`config.mk`:
```
export PLATFORM = sky130hd
export DESIGN_NAME = pattern_port_arbiter
export DESIGN_NICKNAME = d
export VERILOG_FILES = /design/src/rtl/pattern_port_arbiter_pkg.sv /design/src/rtl/pattern_port_arbiter_req_id_fifo.sv /design/src/rtl/pattern_port_arbiter.sv
export SDC_FILE = /design/constraint.sdc
export NUM_CORES = 1
export LEC_CHECK = 0
export ABC_AREA = 1
export CORE_MARGIN = 10
export CORE_UTILIZATION = 43
export DETAILED_ROUTE_END_ITERATION = 8
export PLACE_DENSITY = 0.87
export SYNTH_ARGS = -nofsm -noshare
export SYNTH_HDL_FRONTEND = slang
export SYNTH_HIERARCHICAL = 1
export SYNTH_SLANG_ARGS = --single-unit
export TNS_END_PERCENT = 5
```
`constraint.sdc`:
```
create_clock -name clock -period 3.23 [get_ports clock]
set_input_delay 0.646 -clock clock [delete_from_list [all_inputs] [get_ports clock]]
set_output_delay 0.646 -clock clock [all_outputs]
set_load 0.05 [all_outputs]
```
`src/rtl/pattern_port_arbiter_pkg.sv`:
```
// ---------------------------------------------------------------------------
// pattern_port_arbiter_pkg
// Shared PPU definitions used by the pattern-port arbiter and its ID FIFO.
//   PAT_ADDR_W  : width of a pattern-table address
//   pixel_t     : one 2-bit pixel; a pattern row is pixel_t [7:0]
//   arbState_t  : arbiter operating mode (normal traffic / draining after clear)
// ---------------------------------------------------------------------------
package pattern_port_arbiter_pkg;

   localparam int PAT_ADDR_W = 13;

   typedef logic [1:0] pixel_t;

   typedef enum logic {
      RUN   = 1'b0,
      DRAIN = 1'b1
   } arbState_t;

endpackage

```
`src/rtl/pattern_port_arbiter_req_id_fifo.sv`:
```
// ---------------------------------------------------------------------------
// req_id_fifo
// Small FIFO holding the requester ID of every outstanding memory read, so
// that in-order returns can be routed back to whoever issued them.
// Ports:
//   clock, reset   : rising-edge clock, asynchronous active-high reset
//   push_i, wrData_i : enqueue an ID (ignored when full)
//   pop_i          : dequeue the head (ignored when empty)
//   flush_i        : empty the FIFO; overrides push and pop
//   rdData_o       : current head ID
//   full_o, empty_o, count_o : occupancy status
// ---------------------------------------------------------------------------
module req_id_fifo #(
   parameter int WIDTH = 1,
   parameter int DEPTH = 4
) (
   input  logic                     clock,
   input  logic                     reset,
   input  logic                     push_i,
   input  logic [WIDTH-1:0]         wrData_i,
   input  logic                     pop_i,
   input  logic                     flush_i,
   output logic [WIDTH-1:0]         rdData_o,
   output logic                     full_o,
   output logic                     empty_o,
   output logic [$clog2(DEPTH):0]   count_o
);

   localparam int PTR_W = (DEPTH > 1) ? $clog2(DEPTH) : 1;
   localparam int CNT_W = $clog2(DEPTH) + 1;

   logic [WIDTH-1:0] mem_q [DEPTH];
   logic [PTR_W-1:0] rdPtr_q, rdPtr_d;
   logic [PTR_W-1:0] wrPtr_q, wrPtr_d;
   logic [CNT_W-1:0] count_q, count_d;
   logic             doPush;
   logic             doPop;

   assign full_o   = (count_q == CNT_W'(DEPTH));
   assign empty_o  = (count_q == '0);
   assign count_o  = count_q;
   assign rdData_o = mem_q[rdPtr_q];
   assign doPush   = push_i && !full_o && !flush_i;
   assign doPop    = pop_i && !empty_o && !flush_i;

   // Pointers wrap explicitly at DEPTH-1 so non-power-of-two depths also work.
   // A simultaneous push and pop leaves the occupancy unchanged.
   always_comb begin
      rdPtr_d = rdPtr_q;
      wrPtr_d = wrPtr_q;
      count_d = count_q;
      if (flush_i) begin
         rdPtr_d = '0;
         wrPtr_d = '0;
         count_d = '0;
      end else begin
         if (doPush) begin
            wrPtr_d = (wrPtr_q == PTR_W'(DEPTH - 1)) ? '0 : wrPtr_q + 1'b1;
         end
         if (doPop) begin
            rdPtr_d = (rdPtr_q == PTR_W'(DEPTH - 1)) ? '0 : rdPtr_q + 1'b1;
         end
         if (doPush && !doPop) begin
            count_d = count_q + 1'b1;
         end else if (doPop && !doPush) begin
            count_d = count_q - 1'b1;
         end
      end
   end

   // Occupancy bookkeeping; reset empties the FIFO.
   always_ff @(posedge clock or posedge reset) begin
      if (reset) begin
         rdPtr_q <= '0;
         wrPtr_q <= '0;
         count_q <= '0;
      end else begin
         rdPtr_q <= rdPtr_d;
         wrPtr_q <= wrPtr_d;
         count_q <= count_d;
      end
   end

   // ID storage needs no reset: entries are only read while the FIFO is non-empty.
   always_ff @(posedge clock) begin
      if (doPush) begin
         mem_q[wrPtr_q] <= wrData_i;
      end
   end

endmodule

```
`src/rtl/pattern_port_arbiter.sv`:
```
// ---------------------------------------------------------------------------
// pattern_port_arbiter
// Round-robin arbiter sharing one pattern-memory read port between NUM_REQ
// requesters (requester 0 is the sprite manager). Grants are combinational
// and drive the memory strobe in the same cycle; in-order returns are routed
// back to the issuing requester with zero latency using an ID FIFO. A
// line-start clear flushes everything and drains reads still in flight.
// Ports:
//   clock, reset            : rising-edge clock, asynchronous active-high reset
//   clear                   : synchronous line-start flush
//   req_read, req_addr      : per-requester request and pattern address
//   req_grant               : one-hot, request accepted this cycle
//   req_data, req_avail     : returned row and one-hot owner strobe
//   mem_read, mem_addr      : memory read strobe and address
//   mem_ready               : memory accepts a read this cycle
//   mem_data, mem_avail     : in-order memory return
//   err_orphan              : sticky flag, a return arrived with nothing pending
// ---------------------------------------------------------------------------
module pattern_port_arbiter
   import pattern_port_arbiter_pkg::*;
#(
   parameter int NUM_REQ = 2,
   parameter int DEPTH   = 4
) (
   input  logic                                clock,
   input  logic                                reset,
   input  logic                                clear,
   input  logic [NUM_REQ-1:0]                  req_read,
   input  logic [NUM_REQ-1:0][PAT_ADDR_W-1:0]  req_addr,
   output logic [NUM_REQ-1:0]                  req_grant,
   output pixel_t [7:0]                        req_data,
   output logic [NUM_REQ-1:0]                  req_avail,
   output logic                                mem_read,
   output logic [PAT_ADDR_W-1:0]               mem_addr,
   input  logic                                mem_ready,
   input  pixel_t [7:0]                        mem_data,
   input  logic                                mem_avail,
   output logic                                err_orphan
);

   localparam int ID_W  = (NUM_REQ > 1) ? $clog2(NUM_REQ) : 1;
   localparam int CNT_W = $clog2(DEPTH) + 1;

   arbState_t        state_q, state_d;
   logic [ID_W-1:0]  rrPtr_q, rrPtr_d;
   logic [CNT_W-1:0] drainCnt_q, drainCnt_d;
   logic             errOrphan_q, errOrphan_d;

   logic             grantValid;
   logic [ID_W-1:0]  grantIdx;
   logic [ID_W:0]    cand;

   logic             fifoPush;
   logic             fifoPop;
   logic             fifoFlush;
   logic             fifoFull;
   logic             fifoEmpty;
   logic [CNT_W-1:0] fifoCount;
   logic [ID_W-1:0]  fifoHead;

   req_id_fifo #(
      .WIDTH (ID_W),
      .DEPTH (DEPTH)
   ) idFifo (
      .clock    (clock),
      .reset    (reset),
      .push_i   (fifoPush),
      .wrData_i (grantIdx),
      .pop_i    (fifoPop),
      .flush_i  (fifoFlush),
      .rdData_o (fifoHead),
      .full_o   (fifoFull),
      .empty_o  (fifoEmpty),
      .count_o  (fifoCount)
   );

   // Round-robin search: walk the requesters starting at rrPtr and take the
   // first one asserting req_read. The candidate index is one bit wider so the
   // wrap past NUM_REQ-1 can be folded back with a single subtraction.
   always_comb begin
      grantValid = 1'b0;
      grantIdx   = '0;
      cand       = '0;
      for (int k = 0; k < NUM_REQ; k++) begin
         cand = {1'b0, rrPtr_q} + (ID_W + 1)'(k);
         if (cand >= (ID_W + 1)'(NUM_REQ)) begin
            cand = cand - (ID_W + 1)'(NUM_REQ);
         end
         if (!grantValid && req_read[cand[ID_W-1:0]]) begin
            grantValid = 1'b1;
            grantIdx   = cand[ID_W-1:0];
         end
      end
   end

   // Main control. In RUN a grant needs memory ready and a non-full FIFO; a
   // full FIFO blocks even if a return pops it this cycle, which keeps the
   // grant path independent of mem_avail. Clear flushes the FIFO and counts
   // the reads still in flight (minus one returning right now) so they can be
   // swallowed in DRAIN without reaching any requester. All requester- and
   // memory-facing strobes are forced low while reset is held.
   always_comb begin
      state_d     = state_q;
      rrPtr_d     = rrPtr_q;
      drainCnt_d  = drainCnt_q;
      errOrphan_d = errOrphan_q;
      req_grant   = '0;
      req_avail   = '0;
      req_data    = '0;
      mem_read    = 1'b0;
      mem_addr    = '0;
      fifoPush    = 1'b0;
      fifoPop     = 1'b0;
      fifoFlush   = 1'b0;

      case (state_q)
         RUN: begin
            if (clear) begin
               fifoFlush   = 1'b1;
               rrPtr_d     = '0;
               errOrphan_d = 1'b0;
               if (mem_avail && !fifoEmpty) begin
                  drainCnt_d = fifoCount - 1'b1;
               end else begin
                  drainCnt_d = fifoCount;
               end
               state_d = (drainCnt_d != '0) ? DRAIN : RUN;
            end else begin
               if (grantValid && mem_ready && !fifoFull) begin
                  req_grant[grantIdx] = 1'b1;
                  mem_read            = 1'b1;
                  mem_addr            = req_addr[grantIdx];
                  fifoPush            = 1'b1;
                  rrPtr_d = (int'(grantIdx) == NUM_REQ - 1) ? '0 : grantIdx + 1'b1;
               end
               if (mem_avail) begin
                  if (!fifoEmpty) begin
                     fifoPop             = 1'b1;
                     req_avail[fifoHead] = 1'b1;
                     req_data            = mem_data;
                  end else begin
                     errOrphan_d = 1'b1;
                  end
               end
            end
         end

         DRAIN: begin
            if (clear) begin
               errOrphan_d = 1'b0;
            end
            if (mem_avail && drainCnt_q != '0) begin
               drainCnt_d = drainCnt_q - 1'b1;
            end
            if (drainCnt_d == '0) begin
               state_d = RUN;
            end
         end

         default: begin
            state_d = RUN;
         end
      endcase

      if (reset) begin
         req_grant = '0;
         req_avail = '0;
         req_data  = '0;
         mem_read  = 1'b0;
         mem_addr  = '0;
      end
   end

   // State registers; reset returns to RUN with an empty pipeline.
   always_ff @(posedge clock or posedge reset) begin
      if (reset) begin
         state_q     <= RUN;
         rrPtr_q     <= '0;
         drainCnt_q  <= '0;
         errOrphan_q <= 1'b0;
      end else begin
         state_q     <= state_d;
         rrPtr_q     <= rrPtr_d;
         drainCnt_q  <= drainCnt_d;
         errOrphan_q <= errOrphan_d;
      end
   end

   assign err_orphan = errOrphan_q;

endmodule

```
==> key figures, run 1 <==
Run status
  • Status: completed

Cells and area
  • Number of diodes: 0
  • Area delta synth->final: 70.3%
  • Post-Route Utilization: 77.6%
  • Finished Layout Cells: 361
  • Filler cells: 247
  • Number of nets in the layout: 374
  • Layout cell share with drive strength beyond 1: 22.9%

Setup path
  • Setup crit end kind: primary output
  • Worst EP required: 2.58 ns
  • Setup CP Type: in -> out
  • Worst reg2reg setup slack: 0.66 ns
  • Critical Path Start: mem_ready
  • Crit path to: mem_addr[2]
  • Crit path DAT: 2.11 ns
  • R2r worst-path depth: 16
  • CP startpoint kind: primary input
  • Reg2reg start: idFifo/count_o[0]
  • Critical-path maximum fanout: 15
  • FF-to-FF End: idFifo/count_o[2]

Global routing
  • Global route overflow: 0
  • Vias in the first global route: 1783
  • Largest net degree at the start of global routing: 19
  • Antenna violations before repair: 0
  • First-pass GRT wire length: 8000 um
  • GRT Total Usage: 15.0%

Timing
  • Finish-stage setup viols: 0
  • Setup TNS: 0 ns
  • Slew headroom: 66.2%
  • Fin. Hold Viols: 0
  • Final WS setup: 0.478 ns
  • Final critical-path required period: 2.75 ns
  • Fin. max-slew vios: 0
  • Final period util: 85.2%
  • Max Freq: 363 MHz
  • Tightest Pin Transition: 0.506 ns
  • Skew final: 0.000912 ns
  • RSZ-0062 raised after global routing: no

CTS
  • Max Buffers Root-to-Sink: 2
  • H-tree Lvls: 1
  • TritonCTS clock tree: done
  • Clk sinks: 17
  • CTS Hold Bufs: 0
  • Root Buffer: clkbuf_8
  • Postcts setup bufs: 0
  • Resized Gates After CTS: 0
  • TritonCTS buffer count: 3
  • Worst skew pair latency: 0.26 ns
  • Clock transition at the registers of the reported paths: 0.07 ns

Place
  • Port Buffers: 83
  • Dpl ws: 0.411 ns
  • Gpl congestion: 0.831
  • Placed Cells: 357
  • Dpl hpwl: 4150 um

Power
  • Total internal power: 615 uW
  • Power, Total: 1.11 mW
  • Sequential Power Share: 31.7%
  • Comb pwr share: 53.7%
  • Switching share of power: 44.7%
  • Static Leak: 1.34 nW
  • Pwr/cell area: 417 mW/mm2
  • Max IR drop VDD: 0.000394 V
  • Psw: 497 uW
  • Clk pwr share: 14.7%

Min path
  • Hold/Removal Path Class: reg -> reg
  • WHS Path Cells: 2

Yosys
  • Register area share after synthesis: 28.4%
  • Post-Synthesis Cells: 229
  • EDFF count, synth: 4
  • Most common cell in the netlist: nand2_1
  • Synth top area cells: dfrtp_1, nand2_1, inv_1, edfxtp_1, nor2_1
  • Syn avg cell area: 6.85 um2
  • Fraction of registers with async set/reset: 76.5%
  • Most used DFF post-synth: dfrtp_1
  • Post-synthesis cell type count: 32
  • Cell taking the most area after synthesis: dfrtp_1
  • Yosys top cell area share: 20.8%
  • Top cells by count, synth: nand2_1, inv_1, nor2_1
  • Flops & latches, synth: 17
  • Syn_nets: 287
  • Area of the mapped netlist: 0.00157 mm2
  • Warnings, synthesis: 6

Floorplanning
  • Ports: 84
  • Site row count: 21
  • Initial Util: 45.5%
  • Core Area: 0.00344 mm2
  • DIE HEIGHT: 80.4 um
  • Die footprint: 0.00646 mm2
  • Horiz. Die Dim: 80.4 um

Drt
  • Vias per inst: 4.81
  • Drt first-iter violations: 26
  • DRT Pass-1 Iters: 4
  • Routed len/inst: 13.6 um
  • Final routed DRC violation total: 0
  • Vias post-DR: 1737
  • DRT Wirelength: 4930 um
  • ANT nets after route: 0

Flow run
  • Number of max-cap violations: 0
-- placed cells by master (no fill, tap or decap), types with 2 or more instances in the layout --
cell type	netlist	layout
nand3_1	14	14
o21ai_1	5	5
clkdlybuf4s50_1	0	49
nand2_2	5	5
o21ai_0	6	6
nor2_2	4	4
nor2_1	29	29
nor2_4	2	2
edfxtp_1	4	4
clkbuf_8	0	3
buf_12	0	21
nand3_2	2	2
nand2_1	52	52
inv_1	48	48
inv_2	2	2
a21oi_1	6	6
buf_4	1	17
nand2_4	3	3
ha_1	8	8
a21oi_2	8	8
dfrtp_1	13	13
o211ai_1	2	2
-- cell type report --
class,instances,area [um2],area share (%)
clock buffers,3,41.3,1.55
clock inverters,1,5.00,0.187
inverters,52,211,7.92
multi-input cells,155,871,32.6
flip-flops and latches,17,445,16.7
well taps,46,57.6,2.16
repair buffers,87,1040,38.9
-- through the flow --
step	hold slack [ns]	area, um2
after floorplan	0.449	1570
after global placement	0.464	2620
after detailed placement	0.489	2620
after CTS	0.507	2670
after global routing	0.540	2670
final	0.493	2670
-- power by group through the flow --
stage | clock, mW | sequential (mW) | combinational, mW
after global placement | 0 | 0.351 | 0.550
final | 0.163 | 0.352 | 0.597
after detailed placement | 0 | 0.356 | 0.584
after CTS | 0.165 | 0.352 | 0.596
after floorplan | 0 | 0.341 | 0.407
after global routing | 0.171 | 0.361 | 0.671
-- worst min-delay path by stage --
stage / start / end
floorplan: reset / idFifo/count_o[0]
global placement: drainCnt_q[2] / drainCnt_q[2]
detailed placement: drainCnt_q[2] / drainCnt_q[2]
CTS: drainCnt_q[2] / drainCnt_q[2]
global route: drainCnt_q[2] / drainCnt_q[2]
finish: drainCnt_q[2] / drainCnt_q[2]
-- kinds of logic (layout without fill, tap and decap cells) --
group                    count (synthesis)  in the layout  synth area share (%)
AND/OR/NAND/NOR                        114            114                  34.4
flip-flops                              17             17                  28.4
adder cells (fa/ha/maj)                  9              9                  7.66
buffers and inverters                   57            143                  16.0
AO/OA/AOI/OAI                           31             31                  12.9
XOR/XNOR                                 1              1                 0.559
-- worst max-delay path: stages --
cell and delay [ns]:
clkdlybuf4s50_1 0.46, inv_1 0.04, nor2_1 0.07, o21ai_1 0.16
nor2_8 0.16, nand2_4 0.15, a21oi_1 0.19, buf_4 0.23
-- state kept, by name, indices dropped and copies added, names as in the netlist --
| name | cells |
|---|---|
| rrPtr_q | 1 |
| idFifo/count_o | 3 |
| err_orphan | 1 |
| idFifo/wrPtr_q | 2 |
| state_q | 1 |
| drainCnt_q | 3 |
| idFifo/mem_q | 4 |
| idFifo/rdPtr_q | 2 |
-- routing by layer --
layer / share of wire [%] / GRT usage, % / up-vias / wire (um)
met2: 48 / 26.4 / 78 / 2380
met3: 9.2 / 5.68 / 6 / 451
met1: 42 / 16.6 / 782 / 2050
met4: 0.89 / 3.70 / 0 / 44
li1: - / - / 871 / -
met5: 0 / 0 / - / 0
(Power assumes the default switching activity.)
==> inputs of run 2 (changes only) <==
--- a/config.mk
+++ b/config.mk
@@ -11,3 +11,5 @@
 export DETAILED_ROUTE_END_ITERATION = 8
+export GPL_ROUTABILITY_DRIVEN = 0
 export PLACE_DENSITY = 0.87
+export SLEW_MARGIN = 30
 export SYNTH_ARGS = -nofsm -noshare
--- a/constraint.sdc
+++ b/constraint.sdc
@@ -3,2 +3,2 @@
 set_output_delay 0.646 -clock clock [all_outputs]
-set_load 0.05 [all_outputs]
+set_load 0.1 [all_outputs]
==> key figures, run 2 (same netlist as run 1, synthesis figures left out) <==
Run status
  • Status: completed (unchanged)

Timing
  • Max Freq: 354 MHz (was 363 MHz)
  • Skew final: 0.00316 ns (was 0.000912 ns)
  • Setup TNS: 0 ns (unchanged)
  • Final critical-path required period: 2.82 ns (was 2.75 ns)
  • Slew headroom: 69.9% (was 66.2%)
  • Final period util: 87.4% (was 85.2%)
  • Fin. max-slew vios: 0 (unchanged)
  • Tightest Pin Transition: 0.452 ns (was 0.506 ns)
  • Final WS setup: 0.408 ns (was 0.478 ns)
  • Fin. Hold Viols: 0 (unchanged)
  • Finish-stage setup viols: 0 (unchanged)
  • RSZ-0062 raised after global routing: no (unchanged)
  • Worst Hold Slack: 0.482 ns (was 0.493 ns)

Floorplanning
  • Ports: 84 (unchanged)
  • Initial Util: 45.5% (unchanged)
  • DIE HEIGHT: 80.4 um (unchanged)
  • Site row count: 21 (unchanged)
  • Horiz. Die Dim: 80.4 um (unchanged)
  • Die footprint: 0.00646 mm2 (unchanged)
  • Core Area: 0.00344 mm2 (unchanged)

Setup path
  • Critical Path Slowest Stage Cell: clkdlybuf4s50_1 (unchanged)
  • Worst path bufs/invs: 3 (unchanged)
  • Crit path DAT: 2.18 ns (was 2.11 ns)
  • Setup CP Type: in -> out (unchanged)
  • Worst path max stage delay: 0.45 ns (was 0.46 ns)
  • Top delay family on crit path: buffers and inverters (unchanged)
  • Setup crit end kind: primary output (unchanged)
  • Worst EP required: 2.58 ns (about the same)
  • CP startpoint kind: primary input (unchanged)
  • Cells along the critical path: clkdlybuf4s50_1, inv_1, nor2_1, o21ai_1, nor2_8, nand2_4, a21oi_1, buf_12 (was clkdlybuf4s50_1, inv_1, nor2_1, o21ai_1, nor2_8, nand2_4, a21oi_1, buf_4)
  • Critical-path maximum fanout: 15 (unchanged)

Drt
  • Final routed DRC violation total: 0 (unchanged)
  • ANT nets after route: 0 (unchanged)
  • DRT Wirelength: 4760 um (was 4930 um)
  • Routed len/inst: 13.2 um (was 13.6 um)
  • Drt first-iter violations: 53 (was 26)
  • Vias post-DR: 1723 (was 1737)
  • DRT Pass-1 Iters: 4 (unchanged)
  • Vias per inst: 4.79 (was 4.81)

Place
  • Placed instance area: 0.00278 mm2 (was 0.00262 mm2)
  • Dpl hpwl: 4070 um (was 4150 um)
  • Dpl ws: 0.388 ns (was 0.411 ns)
  • Port Buffers: 83 (unchanged)

Cells and area
  • Post-layout instance area: 0.00283 mm2 (was 0.00267 mm2)
  • Filler cells: 202 (was 247)
  • Post-Route Utilization: 82.1% (was 77.6%)
  • Layout cell share with drive strength beyond 1: 22.9% (about the same)
  • Most frequent cells in the layout: nand2_1, inv_1, clkdlybuf4s50_1 (was nand2_1, clkdlybuf4s50_1, inv_1)
  • Commonest non-fill, non-tap cell in the layout: nand2_1 (unchanged)
  • Top reg by flops: idFifo/mem_q (unchanged)
  • Number of diodes: 0 (unchanged)
  • Number of nets in the layout: 373 (was 374)
  • Area delta synth->final: 80.2% (was 70.3%)
  • Number of flip-flops under the largest register name: 4 (unchanged)

Flow run
  • Number of max-cap violations: 0 (unchanged)

CTS
  • CTS Hold Bufs: 0 (unchanged)
  • Worst skew pair latency: 0.25 ns (was 0.26 ns)
  • TritonCTS clock tree: done (unchanged)
  • Max Buffers Root-to-Sink: 2 (unchanged)
  • Clock transition at the registers of the reported paths: 0.06 ns (was 0.07 ns)
  • H-tree Lvls: 1 (unchanged)
  • Root Buffer: clkbuf_8 (unchanged)
  • Clk sinks: 17 (unchanged)
  • TritonCTS buffer count: 3 (unchanged)
  • Resized Gates After CTS: 0 (unchanged)
  • Postcts setup bufs: 0 (unchanged)

Global routing
  • Vias in the first global route: 1785 (was 1783)
  • Antenna violations before repair: 0 (unchanged)
  • GRT Total Usage: 14.9% (was 15.0%)
  • Global route overflow: 0 (unchanged)
  • First-pass GRT wire length: 7870 um (was 8000 um)
  • Largest net degree at the start of global routing: 19 (unchanged)

Power
  • Max IR drop VDD: 0.000468 V (was 0.000394 V)
  • Pwr/cell area: 397 mW/mm2 (was 417 mW/mm2)
  • Static Leak: 1.37 nW (was 1.34 nW)

Min path
  • Hold/Removal Path Class: reg -> reg (unchanged)
==> run 2: cell count changes in the layout (fill, tap and decap cells not counted), sizes merged <==
| cell | before | now |
|---|---|---|
| clkinv | 1 | 0 |
| clkdlybuf4s50 | 49 | 48 |
| clkbuf | 3 | 4 |
==> run 2: area by class of cell <==
cell class	instances	area (um2)	area share, %
tap	46	57.6	2.04
multi-input combinational	155	875	31.0
clock buffer	4	45.0	1.59
timing repair buffer	86	1190	42.2
sequential	17	445	15.8
inverter	52	211	7.48
==> run 2: report_power, final <==
| part | internal [mW] | leakage, nW | switching, mW |
|---|---|---|---|
| logic | 0.245 | 1.15 | 0.372 |
| registers | 0.285 | 0.199 | 0.0639 |
| clock network | 0.0875 | 0.0228 | 0.0687 |
| total | 0.618 | 1.37 | 0.504 |
==> run 2: path summary, 6_finish.rpt <==
path | from | endpoint | slack, ns | cells past startpoint
setup / recovery | mem_ready | mem_addr[0] | 0.41 | 8
hold / removal | drainCnt_q[2] | drainCnt_q[2] | 0.48 | 2
setup reg to reg | idFifo/count_o[0] | idFifo/count_o[2] | 0.78 | 16
hold reg to reg | drainCnt_q[2] | drainCnt_q[2] | 0.48 | 2
max in group asynchronous | reset | rrPtr_q | 2.23 | 2
min in group asynchronous | reset | idFifo/count_o[1] | 0.68 | 2
==> run 2: routing by layer <==
metal / GRT usage, % / wire length (um)
met1: 17.6 / 2020
met2: 23.3 / 2070
met3: 7.46 / 617
met4: 4.23 / 56
met5: 0 / 0
==> run 2: worst min-delay path, stage by stage, from the launching register on <==
cell	delay (ns)
dfrtp_1	0.34
nand2_1	0.06
nand2_1	0.05
==> run 2: through the flow <==
step / instances / power, mW
floorplan: 229 / 0.775
global placement: 356 / 0.923
detailed placement: 356 / 0.954
CTS: 360 / 1.12
global route: 360 / 1.23
finish: 360 / 1.12
